`config.mk`:
```
export PLATFORM = sky130hd
export DESIGN_NAME = instruction_decode
export DESIGN_NICKNAME = d
export VERILOG_FILES = /design/src/rtl/instruction_decode.sv
export SDC_FILE = /design/constraint.sdc
export NUM_CORES = 2
export LEC_CHECK = 0
export ABC_AREA = 1
export BUFFER_PORTS_ARGS = -buffer_cell sky130_fd_sc_hd__buf_4
export CORE_ASPECT_RATIO = 1.4
export CORE_UTILIZATION = 50
export CTS_BUF_LIST = sky130_fd_sc_hd__clkbuf_8 sky130_fd_sc_hd__clkbuf_16
export DETAILED_ROUTE_END_ITERATION = 8
export PLACE_DENSITY_LB_ADDON = 0.3
export SETUP_SLACK_MARGIN = 0.15
export SYNTH_ARGS = -nofsm -noshare
export SYNTH_HDL_FRONTEND = slang
export SYNTH_SLANG_ARGS = --single-unit
```
`constraint.sdc`:
```
create_clock -name clk -period 45.3 [get_ports clk]
set_clock_uncertainty 0.15 [all_clocks]
set_input_delay 6.795 -clock clk [delete_from_list [all_inputs] [get_ports clk]]
set_output_delay 6.795 -clock clk [all_outputs]
set_load 0.1 [all_outputs]
```
`src/rtl/instruction_decode.sv`:
```
// RV32I decode stage: IF/ID latch, decoder, 32x32 register file with write-through,
// load-use hazard detection and the registered ID/EX bundle handed to execute.
module instruction_decode (
    input  logic        clk,
    input  logic        rst,
    input  logic [31:0] inst,
    input  logic        flush,
    input  logic        wbEn,
    input  logic [4:0]  wbAddr,
    input  logic [31:0] wbData,
    output logic        stall,
    output logic [31:0] rs1Data,
    output logic [31:0] rs2Data,
    output logic [31:0] imm,
    output logic [4:0]  rd,
    output logic [3:0]  aluOp,
    output logic        aluSrc,
    output logic        memRead,
    output logic        memWrite,
    output logic        regWrite,
    output logic        memToReg,
    output logic        branchFlag,
    output logic [31:0] branchOffset,
    output logic        valid,
    output logic        illegal
);

    localparam logic [31:0] NOP       = 32'h0000_0013;
    localparam logic [6:0]  OP_R      = 7'b0110011;
    localparam logic [6:0]  OP_I      = 7'b0010011;
    localparam logic [6:0]  OP_LOAD   = 7'b0000011;
    localparam logic [6:0]  OP_STORE  = 7'b0100011;
    localparam logic [6:0]  OP_BRANCH = 7'b1100011;

    typedef enum logic [3:0] {
        ALU_ADD = 4'd0, ALU_SUB = 4'd1, ALU_AND = 4'd2, ALU_OR  = 4'd3, ALU_XOR = 4'd4,
        ALU_SLT = 4'd5, ALU_SLL = 4'd6, ALU_SRL = 4'd7, ALU_SRA = 4'd8
    } alu_op_e;

    typedef struct packed {
        logic        valid;
        logic        illegal;
        logic        memRead;
        logic        memWrite;
        logic        regWrite;
        logic        memToReg;
        logic        aluSrc;
        logic        branchFlag;
        logic [3:0]  aluOp;
        logic [4:0]  rd;
        logic [31:0] imm;
        logic [31:0] rs1Data;
        logic [31:0] rs2Data;
        logic [31:0] branchOffset;
    } idex_t;

    function automatic logic [31:0] imm_i(input logic [31:0] w);
        return {{20{w[31]}}, w[31:20]};
    endfunction

    function automatic logic [31:0] imm_s(input logic [31:0] w);
        return {{20{w[31]}}, w[31:25], w[11:7]};
    endfunction

    function automatic logic [31:0] imm_b(input logic [31:0] w);
        return {{19{w[31]}}, w[31], w[7], w[30:25], w[11:8], 1'b0};
    endfunction

    logic [31:0] ifid_q, ifid_d;
    logic [31:0] rf_q [32];
    idex_t       idex_q, idex_d;

    logic [6:0]  opcode;
    logic [2:0]  funct3;
    logic [6:0]  funct7;
    logic [4:0]  rs1, rs2;
    logic [31:0] rs1_val, rs2_val;

    logic        dec_legal, dec_use_rs2;
    logic        dec_aluSrc, dec_memRead, dec_memWrite, dec_regWrite, dec_memToReg, dec_branch;
    alu_op_e     dec_aluOp;
    logic [31:0] dec_imm;
    logic [4:0]  dec_rd;
    logic        hazard;

    assign opcode = ifid_q[6:0];
    assign funct3 = ifid_q[14:12];
    assign funct7 = ifid_q[31:25];
    assign rs1    = ifid_q[19:15];
    assign rs2    = ifid_q[24:20];

    // ---- IF/ID boundary ----
    always_comb begin
        ifid_d = inst;
        if (flush)      ifid_d = NOP;
        else if (stall) ifid_d = ifid_q;
    end

    always_ff @(posedge clk or posedge rst) begin
        if (rst) ifid_q <= NOP;
        else     ifid_q <= ifid_d;
    end

    always_comb begin
        dec_legal    = 1'b0;
        dec_use_rs2  = 1'b0;
        dec_aluSrc   = 1'b0;
        dec_memRead  = 1'b0;
        dec_memWrite = 1'b0;
        dec_regWrite = 1'b0;
        dec_memToReg = 1'b0;
        dec_branch   = 1'b0;
        dec_aluOp    = ALU_ADD;
        dec_imm      = imm_i(ifid_q);
        dec_rd       = ifid_q[11:7];
        unique case (opcode)
            OP_R: begin
                dec_legal    = 1'b1;
                dec_use_rs2  = 1'b1;
                dec_regWrite = 1'b1;
                case ({funct7, funct3})
                    10'b0000000_000: dec_aluOp = ALU_ADD;
                    10'b0100000_000: dec_aluOp = ALU_SUB;
                    10'b0000000_111: dec_aluOp = ALU_AND;
                    10'b0000000_110: dec_aluOp = ALU_OR;
                    10'b0000000_100: dec_aluOp = ALU_XOR;
                    10'b0000000_010: dec_aluOp = ALU_SLT;
                    10'b0000000_001: dec_aluOp = ALU_SLL;
                    10'b0000000_101: dec_aluOp = ALU_SRL;
                    10'b0100000_101: dec_aluOp = ALU_SRA;
                    default:         dec_legal = 1'b0;
                endcase
            end
            OP_I: begin
                dec_legal    = 1'b1;
                dec_aluSrc   = 1'b1;
                dec_regWrite = 1'b1;
                case (funct3)
                    3'b000:  dec_aluOp = ALU_ADD;
                    3'b111:  dec_aluOp = ALU_AND;
                    3'b110:  dec_aluOp = ALU_OR;
                    3'b100:  dec_aluOp = ALU_XOR;
                    3'b010:  dec_aluOp = ALU_SLT;
                    default: dec_legal = 1'b0;
                endcase
            end
            OP_LOAD: begin
                dec_legal    = (funct3 == 3'b010);
                dec_memRead  = 1'b1;
                dec_regWrite = 1'b1;
                dec_memToReg = 1'b1;
                dec_aluSrc   = 1'b1;
            end
            OP_STORE: begin
                dec_legal    = (funct3 == 3'b010);
                dec_use_rs2  = 1'b1;
                dec_memWrite = 1'b1;
                dec_aluSrc   = 1'b1;
                dec_imm      = imm_s(ifid_q);
                dec_rd       = 5'd0;
            end
            OP_BRANCH: begin
                dec_legal    = (funct3 == 3'b000);
                dec_use_rs2  = 1'b1;
                dec_branch   = 1'b1;
                dec_aluOp    = ALU_SUB;
                dec_imm      = imm_b(ifid_q);
                dec_rd       = 5'd0;
            end
            default: dec_legal = 1'b0;
        endcase
    end

    // Write-through so a value retiring this cycle reaches the registered operand.
    always_comb begin
        rs1_val = rf_q[rs1];
        if (rs1 == 5'd0)                     rs1_val = '0;
        else if (wbEn && (wbAddr == rs1))    rs1_val = wbData;
        rs2_val = rf_q[rs2];
        if (rs2 == 5'd0)                     rs2_val = '0;
        else if (wbEn && (wbAddr == rs2))    rs2_val = wbData;
    end

    always_ff @(posedge clk or posedge rst) begin
        if (rst) begin
            for (int i = 0; i < 32; i++) rf_q[i] <= '0;
        end else if (wbEn && (wbAddr != 5'd0)) begin
            rf_q[wbAddr] <= wbData;
        end
    end

    assign hazard = idex_q.memRead && idex_q.valid && (idex_q.rd != 5'd0) && dec_legal &&
                    ((idex_q.rd == rs1) || (dec_use_rs2 && (idex_q.rd == rs2)));
    assign stall  = hazard && !flush;

    // ---- ID/EX boundary ----
    always_comb begin
        idex_d              = '0;
        idex_d.imm          = dec_imm;
        idex_d.rs1Data      = rs1_val;
        idex_d.rs2Data      = rs2_val;
        idex_d.branchOffset = imm_b(ifid_q);
        if (!flush) begin
            if (!dec_legal) begin
                idex_d.illegal = 1'b1;
            end else if (!hazard) begin
                idex_d.valid      = 1'b1;
                idex_d.memRead    = dec_memRead;
                idex_d.memWrite   = dec_memWrite;
                idex_d.regWrite   = dec_regWrite;
                idex_d.memToReg   = dec_memToReg;
                idex_d.aluSrc     = dec_aluSrc;
                idex_d.branchFlag = dec_branch;
                idex_d.aluOp      = dec_aluOp;
                idex_d.rd         = dec_rd;
            end
        end
    end

    always_ff @(posedge clk or posedge rst) begin
        if (rst) idex_q <= '0;
        else     idex_q <= idex_d;
    end

    assign valid        = idex_q.valid;
    assign illegal      = idex_q.illegal;
    assign memRead      = idex_q.memRead;
    assign memWrite     = idex_q.memWrite;
    assign regWrite     = idex_q.regWrite;
    assign memToReg     = idex_q.memToReg;
    assign aluSrc       = idex_q.aluSrc;
    assign branchFlag   = idex_q.branchFlag;
    assign aluOp        = idex_q.aluOp;
    assign rd           = idex_q.rd;
    assign imm          = idex_q.imm;
    assign rs1Data      = idex_q.rs1Data;
    assign rs2Data      = idex_q.rs2Data;
    assign branchOffset = idex_q.branchOffset;

endmodule
```
== Yosys cells after proc, flatten, opt, wreduce, memory -nomap -nowiden ==
Index checks and enable logic that the tools add are counted.

* Add/sub/neg operators: 0
* $mul: 0
* Div/mod/pow operators: 0
* Magnitude comparators: 4
* Eq/ne operators: 22
* Shifts and indexed selects: 0
* Multiplexer cells: 35
* Bitwise operators: 3
* Reductions and logical operators: 25

{| class="wikitable"
|+ Operator list
! cell !! number
|-
| 1024-bit bitwise mux || 1
|-
| 32-bit 2-to-1 mux || 11
|-
| 32-bit binary-select mux with 5-bit select || 2
|-
| 32-bit demux with 5-bit select || 1
|-
| 10-bit by 3-bit equality test with 1-bit output, second input constant || 4
|-
| 4-bit case mux with 8 select lines || 1
|-
| 15-bit 2-to-1 mux || 2
|-
| 12-bit case mux with 2 select lines || 1
|-
| 10-bit by 9-bit equality test with 1-bit output, second input constant || 2
|-
| 5-bit equality test || 4
|-
| 6-bit greater-or-equal comparator, second input constant || 3
|-
| 5-bit inverter with 6-bit output || 3
|-
| 17-bit 2-to-1 mux || 1
|-
| 7-bit by 6-bit equality test with 1-bit output, second input constant || 2
|-
| 3-bit case mux with 4 select lines || 1
|-
| 4-bit case mux with 3 select lines || 1
|-
| 1-bit 2-to-1 mux || 11
|-
| 10-bit by 1-bit equality test with 1-bit output, second input constant || 1
|-
| 10-bit by 2-bit equality test with 1-bit output, second input constant || 1
|-
| 1-bit logical AND || 10
|-
| 10-bit logical NOT || 1
|-
| 5-bit logical NOT || 2
|-
| 5-bit nonzero test || 2
|-
| 3-bit equality test, second input constant || 3
|-
| 15 further kinds || 18
|}

* Flip-flop bits (word level): 1162
* Bits in latches: 0
* RAM bits: 0
* Bits in read-only memories: 0
* Input port bits: 73
* Output and inout port bits: 146
* Memories: 0

== Longest topological paths before layout ==
* Depth in word-level cells: 9
* Mapped depth: 12
* Depth with buffers taken out: 11

== Worst setup path before layout ==
OpenSTA, ideal clock, no wires.

* Path kind: input to output
* Start point: input flush
* End point: output stall
* Arrival: 8.486 ns
* Data required time: 38.355 ns
* Setup slack: 29.869 ns
* Cell stages on the path: 4
* Path through: inv_2 buf_1 nand2_1 nor2_1

* Word-level cells in the longest chain between the ends: 2

{| class="wikitable"
|+ RTL lines
! item !! RTL line !! source
|-
| start: declaration || 7 || <nowiki>input logic flush,</nowiki>
|-
| 1-bit logical NOT || n/a ||
|-
| 1-bit logical AND || 194 || <nowiki>assign stall = hazard && !flush;</nowiki>
|-
| end: declaration || 11 || <nowiki>output logic stall,</nowiki>
|}

Every way passes these cells.

== Worst setup path after layout ==
Ends and elaborated chain as after synthesis.

==> summary.json <==
{
  "run_status": {"value": "finished, final reports clean"},
  "reg2reg_slack": {"value": 40590, "unit": "ps"},
  "yosysWarningCount": {"value": 0},
  "hold-path-cell-count": {"value": 0},
  "dr.pass1.iters": {"value": 7},
  "place_hpwl": {"value": 118000, "unit": "µm"},
  "setup_viol": {"value": 0},
  "flip_flop_and_latch_count_after_synthesis": {"value": 1154},
  "global_route.usage.total": {"value": 34.4, "unit": "%"},
  "postSynthNetCount": {"value": 8166},
  "hold_viol_final": {"value": 0},
  "worstRegToRegCells": {"value": 9},
  "row_count": {"value": 151},
  "wl_per_cell": {"value": 22.9, "unit": "µm"},
  "fmaxAchievable": {"value": 66.0, "unit": "MHz"},
  "power_density": {"value": 44.1, "unit": "mW/mm²"},
  "worst_ir_drop_vdd": {"value": 35.1, "unit": "µV"},
  "top_usage_layer": {"value": "met2"},
  "post_route_cells_drive_above_1_share": {"value": 7.57, "unit": "%"},
  "postcts_setup_bufs": {"value": 0},
  "postPlaceCellArea": {"value": 0.0622, "unit": "mm²"},
  "final_cell_count_no_fill": {"value": 9424},
  "synth_compound_area_share": {"value": 24.4, "unit": "%"},
  "drt-total-wl": {"value": 216000, "unit": "µm"},
  "post_drt_via_cell_ratio": {"value": 6.19},
  "grt_antenna_before_repair": {"value": 8},
  "synth_top_family_by_area": {"value": "compound AO/OA/AOI/OAI gates"},
  "synth-adder-area-share": {"value": 0, "unit": "%"},
  "cts-root-buf": {"value": "sky130_fd_sc_hd__clkbuf_16"},
  "postCtsResizedCells": {"value": 0},
  "slew_viol_final": {"value": 0},
  "io_pins": {"value": 219},
  "detail-route-antenna-nets": {"value": 0},
  "initial_utilization": {"value": 50.4, "unit": "%"},
  "max-cap-violations": {"value": 0},
  "die-width": {"value": 297, "unit": "µm"},
  "first_iter_violations": {"value": 8611},
  "number_of_unique_standard_cell_types_used_by_synthesis": {"value": 37},
  "final.setup.tns": {"value": 0, "unit": "ps"},
  "cts.path.max_buffers": {"value": 3},
  "yosys.area_share.xor_xnor": {"value": 0.129, "unit": "%"},
  "setup_repair_after_global_routing_missed_its_margin": {"value": "false"},
  "hold_path.startpoint": {"value": "rf_q[993]"},
  "syn_avg_cell_area": {"value": 7.53, "unit": "µm²"},
  "final_layout_net_count": {"value": 7785},
  "tritoncts_clock_tree": {"value": "done"},
  "cts.htree.levels": {"value": 3},
  "core_area": {"value": 0.121, "unit": "mm²"},
  "clk_pin_slew_worst_paths": {"value": 60, "unit": "ps"},
  "hold_path.class": {"value": "reg2reg"},
  "power.leakage": {"value": 29.3, "unit": "nW"},
  "r2r-start": {"value": "ifid_q[24]"},
  "number_of_global_route_vias_before_repair": {"value": 55100},
  "synth-seq-area-share": {"value": 47.4, "unit": "%"},
  "port_buffers": {"value": 217},
  "layout.cells.most_common": {"value": "sky130_fd_sc_hd__nand2_1"},
  "yosys_most_used_dff": {"value": "sky130_fd_sc_hd__dfrtp_1"},
  "min_period_over_period": {"value": 33.4, "unit": "%"},
  "most_used_cells_in_the_layout_excluding_fill_and_tap_cells": {"value": "sky130_fd_sc_hd__nand2_1 (1,944), sky130_fd_sc_hd__o21ai_0 (1,767), sky130_fd_sc_hd__dfrtp_1 (1,141)"},
  "clk_latency": {"value": 750, "unit": "ps"},
  "routabilityCongestion": {"value": 0.891},
  "postSynth.asyncResetShare": {"value": 100, "unit": "%"},
  "pin_count_of_the_biggest_net_entering_global_routing": {"value": 242},
  "synth_simple_gate_area_share": {"value": 18.9, "unit": "%"},
  "detailroute.via_count": {"value": 58400},
  "critical_path_required": {"value": 38360, "unit": "ps"},
  "regToRegEndpoint": {"value": "rs2Data[8]"},
  "worst-slew-pin-transition": {"value": 1290, "unit": "ps"},
  "area.growth.synth_to_final": {"value": 8.53, "unit": "%"},
  "die_h": {"value": 415, "unit": "µm"},
  "worst-setup-path-type": {"value": "in2out"},
  "postSynthCellCount": {"value": 8093},
  "grt.met2_usage": {"value": 52.2, "unit": "%"},
  "grt_util_met1": {"value": 44.9, "unit": "%"},
  "timing.critical_path.from_type": {"value": "input port"},
  "synth_edf_count": {"value": 0},
  "drc_errors": {"value": 0},
  "synthesis.area": {"value": 0.0609, "unit": "mm²"},
  "setup.worst_path.end_class": {"value": "primary output"},
  "cts.sinks": {"value": 1154},
  "post_synth_mux_area_share": {"value": 0.0493, "unit": "%"},
  "die_area": {"value": 0.123, "unit": "mm²"},
  "global_routing_usage_on_met3": {"value": 7.26, "unit": "%"},
  "clock_buffer_count_from_cts": {"value": 114},
  "timing.critical_path.fanout_max": {"value": 62},
  "maxSlewHeadroom": {"value": 13.6, "unit": "%"},
  "timing.critical_path.arrival": {"value": 8200, "unit": "ps"},
  "post-place-cells": {"value": 9202},
  "post_cts_hold_buffer_count": {"value": 0},
  "grt_pass1_wl": {"value": 328000, "unit": "µm"},
  "min_to": {"value": "rf_q[993]"},
  "final_period_minus_worst_setup_slack": {"value": 15140, "unit": "ps"},
  "design_area": {"value": 0.0661, "unit": "mm²"},
  "grt_remaining_overflow": {"value": 0}
}
[worst max-delay path by stage]
stage	slack [ps]	cells after the start	end	start
after floorplan	5860	1	aluOp[0]	rst
after global placement	30110	5	stall	flush
after detailed placement	30170	5	stall	flush
after CTS	30170	5	stall	flush
after global routing	30020	5	stall	flush
final	30160	5	stall	flush
[area by class of cell]
cell class	instances	area, µm²
fillers	11300	54800
clock buffers	149	3360
clock inverters	66	579
diodes	7	17.5
flip-flops and latches	1154	28900
well taps	1606	2010
inverters	562	2120
repair buffers	320	2500
multi-input cells	5560	26600
[logic make-up after synthesis]
kind of cell,count (synthesis)
AO/OA/AOI/OAI,2734
XOR/XNOR,9
buffers and inverters,1379
flip-flops,1154
multiplexers,3
other,1
AND/OR/NAND/NOR,2813
[Yosys cell counts (59+ instances only)]
library cell / count / area (µm²)
sky130_fd_sc_hd__nand2_1: 1965 / 7380
sky130_fd_sc_hd__o21ai_0: 1767 / 8840
sky130_fd_sc_hd__dfrtp_1: 1151 / 28800
sky130_fd_sc_hd__clkbuf_1: 580 / 2180
sky130_fd_sc_hd__inv_1: 554 / 2080
sky130_fd_sc_hd__a21oi_1: 510 / 2550
sky130_fd_sc_hd__nand3_1: 469 / 2350
sky130_fd_sc_hd__o211ai_1: 353 / 2650
sky130_fd_sc_hd__nor2_1: 237 / 890
sky130_fd_sc_hd__buf_2: 123 / 616
sky130_fd_sc_hd__nand4_1: 103 / 644
sky130_fd_sc_hd__buf_1: 59 / 221
[routing by layer]
metal | share of wire [%] | wire, µm | up-vias
met4 | 6.6 | 14200 | 8
met2 | 44 | 94900 | 3485
met5 | 0.026 | 55 | -
met1 | 38 | 82600 | 27700
li1 | - | - | 26300
met3 | 11 | 23800 | 842
[report_power, final]
part           internal [mW]  switching [mW]  total (mW)
sequential              1.21           0.120        1.33
combinational          0.178           0.406       0.584
clock                  0.570           0.429       0.999
[metrics by stage]
stage	util, %	hold WS, ps	worst slack, ps	power [mW]
2_1_floorplan	-	225	5860	1.76
3_3_place_gp	51.4	225	30110	1.89
4_1_cts	54.7	242	30170	2.91
6_report	54.7	238	30160	2.91
5_1_grt	54.7	259	30020	3.05
3_5_place_dp	51.4	228	30170	1.92
[registers in the layout, summed over array words and instances, names as in the netlist]
signal / flops
memWrite: 1
rs1Data: 32
branchFlag: 1
rs2Data: 32
rd: 5
branchOffset: 6
aluSrc: 1
aluOp: 4
valid: 1
memRead: 1
illegal: 1
rf_q: 1024
imm: 12
ifid_q: 32
regWrite: 1
[worst max-delay path: stages]
cell and delay [ps]:
sky130_fd_sc_hd__buf_4 130, sky130_fd_sc_hd__inv_2 680, sky130_fd_sc_hd__nand2_1 110, sky130_fd_sc_hd__nor2_1 160, sky130_fd_sc_hd__buf_4 310
No activity file was read; power rests on OpenSTA's default activity.
